`src/rtl/acc_reg_pkg.sv`:
```
// acc_reg_pkg: shared types and constants for the accumulator register.
//   op_e    : 3-bit opcode (NOP, LOAD, CLR, INC, DEC, SHL, SHR, ROL)
//   state_e : control FSM states (IDLE, SHIFT)
//   OP_W    : opcode width
//   RST_VAL : accumulator reset value
package acc_reg_pkg;

  localparam int OP_W    = 3;
  localparam bit RST_VAL = '0;

  typedef enum logic [OP_W-1:0] {
    OP_NOP  = 3'd0,
    OP_LOAD = 3'd1,
    OP_CLR  = 3'd2,
    OP_INC  = 3'd3,
    OP_DEC  = 3'd4,
    OP_SHL  = 3'd5,
    OP_SHR  = 3'd6,
    OP_ROL  = 3'd7
  } op_e;

  typedef enum logic {
    IDLE  = 1'b0,
    SHIFT = 1'b1
  } state_e;

endpackage

```
`src/rtl/acc_step.sv`:
```
// acc_step: combinational single-step datapath of the accumulator.
//   op_i    : operation to apply
//   acc_i   : current accumulator value
//   acc_o   : accumulator value after one step of op_i
//   carry_o : carry/borrow or bit shifted/rotated out by this step
// LOAD and NOP pass acc_i through with carry 0; LOAD data is muxed in by the
// caller. Shift ops move exactly one bit per call.
module acc_step
  import acc_reg_pkg::*;
#(
  parameter int WIDTH = 8
) (
  input  op_e              op_i,
  input  logic [WIDTH-1:0] acc_i,
  output logic [WIDTH-1:0] acc_o,
  output logic             carry_o
);

  always_comb begin
    acc_o   = acc_i;
    carry_o = 1'b0;
    unique case (op_i)
      OP_CLR: acc_o = '0;
      OP_INC: {carry_o, acc_o} = {1'b0, acc_i} + (WIDTH+1)'(1);
      // 0 - 1 wraps to all ones with the extra bit set, i.e. borrow.
      OP_DEC: {carry_o, acc_o} = {1'b0, acc_i} - (WIDTH+1)'(1);
      OP_SHL: begin
        carry_o = acc_i[WIDTH-1];
        acc_o   = {acc_i[WIDTH-2:0], 1'b0};
      end
      OP_SHR: begin
        carry_o = acc_i[0];
        acc_o   = {1'b0, acc_i[WIDTH-1:1]};
      end
      OP_ROL: begin
        carry_o = acc_i[WIDTH-1];
        acc_o   = {acc_i[WIDTH-2:0], acc_i[WIDTH-1]};
      end
      default: ;
    endcase
  end

endmodule

```
`src/rtl/acc_reg.sv`:
```
// acc_reg: parametrised accumulator register with load/clear/inc/dec and
// multi-cycle shift/rotate (one bit per clock).
//   clk, rst_n       : clock, asynchronous active-low reset
//   op_valid, op     : operation request, sampled only in IDLE
//   data_in          : LOAD operand
//   shamt            : shift/rotate amount for SHL/SHR/ROL
//   out              : accumulator value (registered)
//   busy             : multi-cycle shift in progress
//   done             : one-cycle completion pulse
//   flag_z/c/n       : zero, carry, negative flags (registered)
// Build option: define ACC_REG_FLAGS_EN to include the flag registers;
// without it the flags are tied to 0.
module acc_reg
  import acc_reg_pkg::*;
#(
  parameter int WIDTH   = 8,
  parameter int SHAMT_W = $clog2(WIDTH)
) (
  input  logic               clk,
  input  logic               rst_n,
  input  logic               op_valid,
  input  logic [OP_W-1:0]    op,
  input  logic [WIDTH-1:0]   data_in,
  input  logic [SHAMT_W-1:0] shamt,
  output logic [WIDTH-1:0]   out,
  output logic               busy,
  output logic               done,
  output logic               flag_z,
  output logic               flag_c,
  output logic               flag_n
);

  state_e               state_q, state_d;
  logic [SHAMT_W-1:0]   cnt_q, cnt_d;
  op_e                  op_q, op_d;
  logic [WIDTH-1:0]     acc_q, acc_d;
  logic                 done_q, done_d;
  logic                 wr_acc;

  op_e                  op_in, step_op;
  logic [WIDTH-1:0]     step_acc;
  logic                 step_c;

  assign op_in = op_e'(op);

  acc_step #(.WIDTH(WIDTH)) u_step (
    .op_i    (step_op),
    .acc_i   (acc_q),
    .acc_o   (step_acc),
    .carry_o (step_c)
  );

  always_comb begin
    state_d = state_q;
    cnt_d   = cnt_q;
    op_d    = op_q;
    acc_d   = acc_q;
    done_d  = 1'b0;
    wr_acc  = 1'b0;
    step_op = op_in;
    unique case (state_q)
      IDLE: begin
        if (op_valid) begin
          done_d = 1'b1;
          unique case (op_in)
            OP_NOP: ;
            OP_LOAD: begin
              acc_d  = data_in;
              wr_acc = 1'b1;
            end
            OP_CLR, OP_INC, OP_DEC: begin
              acc_d  = step_acc;
              wr_acc = 1'b1;
            end
            default: begin
              // Shift/rotate: shamt=0 is a NOP; otherwise the first step
              // happens here and the rest run in SHIFT.
              if (shamt != '0) begin
                acc_d  = step_acc;
                wr_acc = 1'b1;
                if (shamt != SHAMT_W'(1)) begin
                  state_d = SHIFT;
                  cnt_d   = shamt - SHAMT_W'(1);
                  op_d    = op_in;
                  done_d  = 1'b0;
                end
              end
            end
          endcase
        end
      end
      SHIFT: begin
        step_op = op_q;
        acc_d   = step_acc;
        wr_acc  = 1'b1;
        cnt_d   = cnt_q - SHAMT_W'(1);
        if (cnt_q == SHAMT_W'(1)) begin
          state_d = IDLE;
          done_d  = 1'b1;
        end
      end
      default: state_d = IDLE;
    endcase
  end

  always_ff @(posedge clk or negedge rst_n) begin
    if (!rst_n) begin
      state_q <= IDLE;
      cnt_q   <= '0;
      op_q    <= OP_NOP;
      acc_q   <= WIDTH'(RST_VAL);
      done_q  <= 1'b0;
    end else begin
      state_q <= state_d;
      cnt_q   <= cnt_d;
      op_q    <= op_d;
      acc_q   <= acc_d;
      done_q  <= done_d;
    end
  end

  assign out  = acc_q;
  assign busy = (state_q == SHIFT);
  assign done = done_q;

`ifdef ACC_REG_FLAGS_EN
  logic z_q, c_q, n_q;

  // Flags follow every accumulator write; LOAD/CLR get carry 0 from the step.
  always_ff @(posedge clk or negedge rst_n) begin
    if (!rst_n) begin
      z_q <= 1'b1;
      c_q <= 1'b0;
      n_q <= 1'b0;
    end else if (wr_acc) begin
      z_q <= (acc_d == '0);
      c_q <= step_c;
      n_q <= acc_d[WIDTH-1];
    end
  end

  assign flag_z = z_q;
  assign flag_c = c_q;
  assign flag_n = n_q;
`else
  logic unused_flags;
  assign unused_flags = ^{step_c, wr_acc};
  assign flag_z = 1'b0;
  assign flag_c = 1'b0;
  assign flag_n = 1'b0;
`endif

endmodule

```
`config.mk`:
```
export PLATFORM = sky130hd
export DESIGN_NAME = acc_reg
export DESIGN_NICKNAME = d
export VERILOG_FILES = /design/src/rtl/acc_reg_pkg.sv /design/src/rtl/acc_step.sv /design/src/rtl/acc_reg.sv
export SDC_FILE = /design/constraint.sdc
export NUM_CORES = 1
export LEC_CHECK = 0
export ABC_AREA = 1
export CELL_PAD_IN_SITES_DETAIL_PLACEMENT = 0
export CELL_PAD_IN_SITES_GLOBAL_PLACEMENT = 1
export CORE_MARGIN = 10
export CORE_UTILIZATION = 40
export DETAILED_ROUTE_END_ITERATION = 10
export DONT_BUFFER_PORTS = 1
export GPL_TIMING_DRIVEN = 0
export PLACE_DENSITY = 0.85
export SLEW_MARGIN = 40
export SYNTH_ARGS = -nofsm -noshare
export SYNTH_HDL_FRONTEND = slang
export SYNTH_SLANG_ARGS = --single-unit
```
`constraint.sdc`:
```
create_clock -name clk -period 2 [get_ports clk]
set_clock_uncertainty 0.15 [all_clocks]
set_input_delay 0.4 -clock clk [delete_from_list [all_inputs] [get_ports clk]]
set_output_delay 0.4 -clock clk [all_outputs]
set_load 0.01 [all_outputs]
```
# ---- After elaboration in Yosys (flattened, before gate mapping)
# Index checks and enable logic that the tools add are counted.
dict set report word_totals {
  ff_bits 16
  in_bits 17
  out_inout_bits 13
  elab_cells 59
}
dict set report op_classes {
  addsub 4
  n_eq_ne 18
  mux 23
  bitwise 2
  n_reduce_logical 7
}
# op n
set ops {}
lappend ops {{case mux 8 bit (6 select lines)} 1}
lappend ops {{case mux 8 bit (3 select lines)} 1}
lappend ops {{two-way mux 8 bit} 2}
lappend ops {{case mux 8 bit (2 select lines)} 1}
lappend ops {{== test 3 bit (second input constant)} 5}
lappend ops {{two-way mux 3 bit} 5}
lappend ops {{== test 3 x 2 -> 1 bit (second input constant)} 4}
lappend ops {{two-way mux 1 bit} 10}
lappend ops {{!= test 2 bit (second input constant)} 5}
lappend ops {{adder 8 x 1 -> 8 bit (second input constant)} 1}
lappend ops {{subtractor 8 x 1 -> 8 bit (second input constant)} 1}
lappend ops {{== test 3 x 1 -> 1 bit (second input constant)} 2}
lappend ops {{case mux 3 bit (2 select lines)} 1}
lappend ops {{subtractor 3 x 1 -> 3 bit (second input constant)} 2}
lappend ops {{AND reduction 5 bit} 1}
lappend ops {{OR reduction 5 bit} 1}
lappend ops {{!= test 4 x 2 -> 1 bit (second input constant)} 1}
lappend ops {{case mux 1 bit (2 select lines)} 2}
lappend ops {{AND reduction 4 bit} 1}
lappend ops {{logical NOT 3 bit} 1}
lappend ops {{!= test 3 x 1 -> 1 bit (second input constant)} 1}
lappend ops {{AND reduction 3 bit} 1}
lappend ops {{nonzero test 3 bit} 1}
lappend ops {{OR reduction 3 bit} 1}
lappend ops {{NOT 1 bit} 2}

# ---- Logic depth before layout (Yosys ltp)
# Gate-level depths: netlist of the first run.
dict set report logic_depth {
  depth_word 7
  mapped_depth 16
  ltp_nobuf 16
}

# ---- Cells and area by module
# From an unflattened synthesis of the first run, not the netlist that was laid out.
dict set report hier_totals {
  hier_cells 280
  hier_area_um2 1705.4
}
# mod instances cells_each area_per_inst_um2 seq_area_each_um2
set modules_own_cells {}
lappend modules_own_cells {acc_reg 1 142 1063.5 400.4}
lappend modules_own_cells {acc_step 1 138 641.9 0.0}

# ---- Least setup slack after synthesis of the first run
# OpenSTA, ideal clock, no wires.
dict set report synth_timing {
  path_kind {flip-flop to flip-flop}
  from {reg state_q, in the netlist busy}
  to {reg acc_q[6], in the netlist out[6]}
  setup_time_ns 0.116
  t_arrival_ns 1.975
  required_time_ns 1.734
  path_slack_ns -0.242
  stages_incl_launch_ff 15
  path_buffers 1
  period_less_slack_ns 2.242
  path_cell_list {dfrtp_1 buf_6 nand2_1 nand2_2 nand3_4 inv_1 ha_1 a21oi_1 or2_2 nand3_1 nand2_1 nand3_1 nand2_1 nand2_1 nand2_1}
}
dict set report synth_between {
  elab_chain_cells 7
  elab_cells_between_ends 17
  classes_between {9 x eq/ne; 6 x mux; 1 x bitwise; 1 x reduce/logical}
}
# item line
set synth_rtl {}
lappend synth_rtl {{start: declaration} acc_reg.sv:33} ;# state_e state_q, state_d;
lappend synth_rtl {{start signal: assignment} acc_reg.sv:114} ;# state_q <= state_d;
lappend synth_rtl {{two-way mux 3 bit} acc_reg.sv:61} ;# unique case (state_q)
lappend synth_rtl {{== test 3 bit (tied with other cells)} n/a}
lappend synth_rtl {{case mux 8 bit (6 select lines)} acc_step.sv:22} ;# unique case (op_i)
lappend synth_rtl {{two-way mux 8 bit} acc_reg.sv:78} ;# if (shamt != '0) begin
lappend synth_rtl {{case mux 8 bit (3 select lines)} acc_reg.sv:65} ;# unique case (op_in)
lappend synth_rtl {{two-way mux 8 bit} acc_reg.sv:63} ;# if (op_valid) begin
lappend synth_rtl {{case mux 8 bit (2 select lines)} acc_reg.sv:61}
lappend synth_rtl {{end signal: assignment} acc_reg.sv:111} ;# acc_q <= WIDTH'(RST_VAL);
lappend synth_rtl {{end: declaration} acc_reg.sv:36} ;# logic [WIDTH-1:0] acc_q, acc_d;
# Several ways; a longest one is shown, not always the timed one. The select of a mux whose other input is x is not followed.
# A chain may end at the register's enable or synchronous reset.

# ---- Worst setup path in the final report of the first run
# Same ends and word-level chain as after synthesis.

==> results of run 1 <==
## cell type report
cell class | count | area (um2) | share of cell area
buffer | 5 | 48.8 | 0.0250
timing repair buffer | 12 | 90.1 | 0.0461
multi-input combinational | 176 | 1160 | 0.592
tap | 48 | 60.1 | 0.0307
clock buffer | 3 | 41.3 | 0.0211
inverter | 39 | 156 | 0.0800
sequential | 16 | 402 | 0.205
## path summary, 6_finish.rpt
| check | cells past startpoint | to | slack [ps] |
|---|---|---|---|
| setup / recovery | 14 | out[6] | -140 |
| hold / removal | 1 | cnt_q[0] | 160 |
| setup reg to reg | 14 | out[6] | -140 |
| hold reg to reg | 2 | cnt_q[1] | 350 |
| max in group asynchronous | 2 | busy | 940 |
| min in group asynchronous | 2 | cnt_q[0] | 460 |
## sequential cells by signal (all words and copies together), names as in the netlist
register / cells
op_q: 3
done: 1
out: 8
busy: 1
cnt_q: 3
## stage by stage
stage	setup slack, ps	utilization
6_report	-138	0.519
3_3_place_gp	-286	0.467
5_1_grt	-251	0.519
3_5_place_dp	-296	0.467
2_1_floorplan	-114	-
4_1_cts	-145	0.515
## cells in the final DEF, fill, tap and decap left out, drive strengths merged, types with 4 or more instances in the layout
cell,instances
ha,11
a21oi,13
nand3b,4
dfrtp,16
buf,16
nor2,23
inv,39
or2,4
o21ai,20
nand3,18
nand4,5
nand2,66
## worst reg2reg max path, cell delays in order (launching register included)
cell	delay, ps
dfrtp_2	460
buf_8	160
nand2_4	80
nand2_8	60
nand3_4	110
inv_8	80
ha_4	290
nand2_1	60
or2_4	250
nand3_2	70
nand2_1	50
nand3_1	60
nand2_1	60
nand2_1	60
nand2_1	50
## metal layers
metal  GRT usage  vias to the layer above
met4      0.0308                        0
li1            -                      783
met5           0                        -
met2       0.185                       34
met1       0.151                      690
met3      0.0391                        6
## power breakdown
part	switching, mW	internal [mW]	total [mW]
combinational	1.23	0.967	2.19
clock	0.109	0.133	0.242
sequential	0.242	0.469	0.711
## kinds of logic after synthesis
kind of cell	synth area share
compound gates	0.139
simple gates	0.382
buf+inv	0.119
xor+xnor	0.0109
fa+ha+maj	0.0981
other cells	0.00233
flops	0.249
## repair_timing
item | 4_1_cts | 5_1_grt
setup endpoints to repair | 7 | 7
buffers inserted | 9 | 1
pin swaps | 16 | 3
endpoints found under the hold margin | 16 | 16
hold buffers | 1 | 1
gates resized for setup | 14 | 0
==> flow_metrics.py, run 1 <==
metrics = {
    "detailed_routing": {
        "drtIter0Drc": 76,
        "wl_met2_um": 1870,
        "top_layer_used": "met4",
        "wl_per_cell_um": 13.8,
        "first_pass_iters": 4,
        "drc": 0,
        "wl_met1_um": 1950,
        "num_vias": 1513,
        "routed_wl_um": 4120,
        "viasPerCell": 5.06,
        "ant_nets": 0,
        "route.met3.wl_um": 257,
    },
    "worst_setup_path": {
        "crit_slowest_cell": "dfrtp_2",
        "crit_path_max_incr_delay_ps": 460,
        "rr_startpoint": "busy",
        "worst_ep_required_time_ps": 1990,
        "critPathMaxFanout": 7,
        "worst_setup_path_end_kind": "flop",
        "worstPathArrival_ps": 2130,
        "critPathTopFamily": "simple AND/OR/NAND/NOR gates",
        "critPathLaunchType": "flop",
        "startpoint": "busy",
        "crit_buf_inv": 2,
        "critPathKind": "reg -> reg",
        "path_common_cell": "nand2_1",
        "worstPathCellList": "buf_8, nand2_4, nand2_8, nand3_4, inv_8, ha_4, nand2_1, or2_4, nand3_2, nand2_1, nand3_1, nand2_1, nand2_1, nand2_1",
    },
    "global_route": {
        "grt_pass1_wl_um": 7050,
        "antenna_found_initial": 0,
        "grt_start_max_net_pins": 17,
        "grt_pass1_vias": 1426,
        "globalRouteTotalUtil": 0.119,
        "grt_overflow": 0,
    },
    "synth": {
        "seq_area_frac_synth": 0.249,
        "synth_async_sr_flop_share": 1.00,
        "synth_flop_cell": "dfrtp_1",
        "synth-edff-count": 0,
        "synth_area_leaders": "dfrtp_1 25%, nand2_1 13%, ha_1 8.6%",
        "yosysMostFrequentCell": "nand2_1",
        "synth_cell_types": 32,
        "yosysTopAreaCell": "dfrtp_1",
        "syn-cell-area_um2": 1610,
        "syn_avg_cell_area_um2": 6.87,
        "ys_warn_count": 0,
        "synth_common_cells": "56 x nand2_1, 34 x inv_1, 22 x nor2_1, 16 x dfrtp_1, 13 x nand3_1",
        "yosysTopAreaCellShare": 0.249,
        "synth-seq-cells": 16,
        "syn_inst": 234,
    },
    "final_layout": {
        "fin_nets": 282,
        "syn_to_final_growth_pct": 21.6,
        "final_cells": 299,
        "fillerInstances": 363,
        "antenna-diode-count": 0,
        "final_area_um2": 1960,
        "drive_gt1_frac": 0.267,
    },
    "floorplan": {
        "num_rows": 22,
        "die_area_um2": 6960,
        "design.core.area_um2": 3770,
        "initial_core_util": 0.426,
        "dieHeight_um": 83.4,
        "die_width_um": 83.4,
        "io_pins": 30,
    },
    "clock_network": {
        "cts_root_buf": "clkbuf_8",
        "clk_pin_slew_ps": 60,
        "cts_buffers": 3,
        "htree_levels": 1,
        "clockBufferDepth": 2,
        "cts.sinks": 16,
        "cts_tree": "yes",
        "insertion_delay_ps": 250,
    },
    "place": {
        "hpwl_um": 3180,
        "gp_congestion": 0.764,
        "dpl.cell_count": 284,
        "port-buffer-count": 0,
        "placed_area_um2": 1760,
    },
    "sta": {
        "finalHoldViolCount": 0,
        "fin_setup_tns_ps": -587,
        "slew_viol_final": 0,
        "setup_ws_ps": -138,
        "hold_ws_ps": 156,
        "fmax_mhz": 468,
        "timing.final.crit_share": 1.07,
        "setup_viol": 6,
        "period_minus_slack_ps": 2140,
        "grt_setup_unrepaired": "yes",
    },
    "status": {
        "failed_checks": "setup timing",
        "outcome": "finished with violations",
    },
    "power": {
        "p_leak_nw": 0.982,
        "ir_drop_v": 0.000715,
        "power_mw": 3.15,
        "power.density_nw_per_um2": 1610,
    },
    "job": {
        "drv_cap": 0,
    },
    "min_path": {
        "hold_start": "shamt[0]",
        "hold_class": "in -> reg",
    },
}
(Power assumes the default switching activity.)
==> run 2, diff against run 1 <==
CAP_MARGIN = 20   (was unset)
==> results of run 2 <==
No change in the layout: final DEF, timing and power equal those of run 1.
==> run 3, diff against run 2 <==
CTS_CLUSTER_DIAMETER = 30   (was unset)
==> results of run 3 <==
No change in the layout: final DEF, timing and power equal those of run 1.
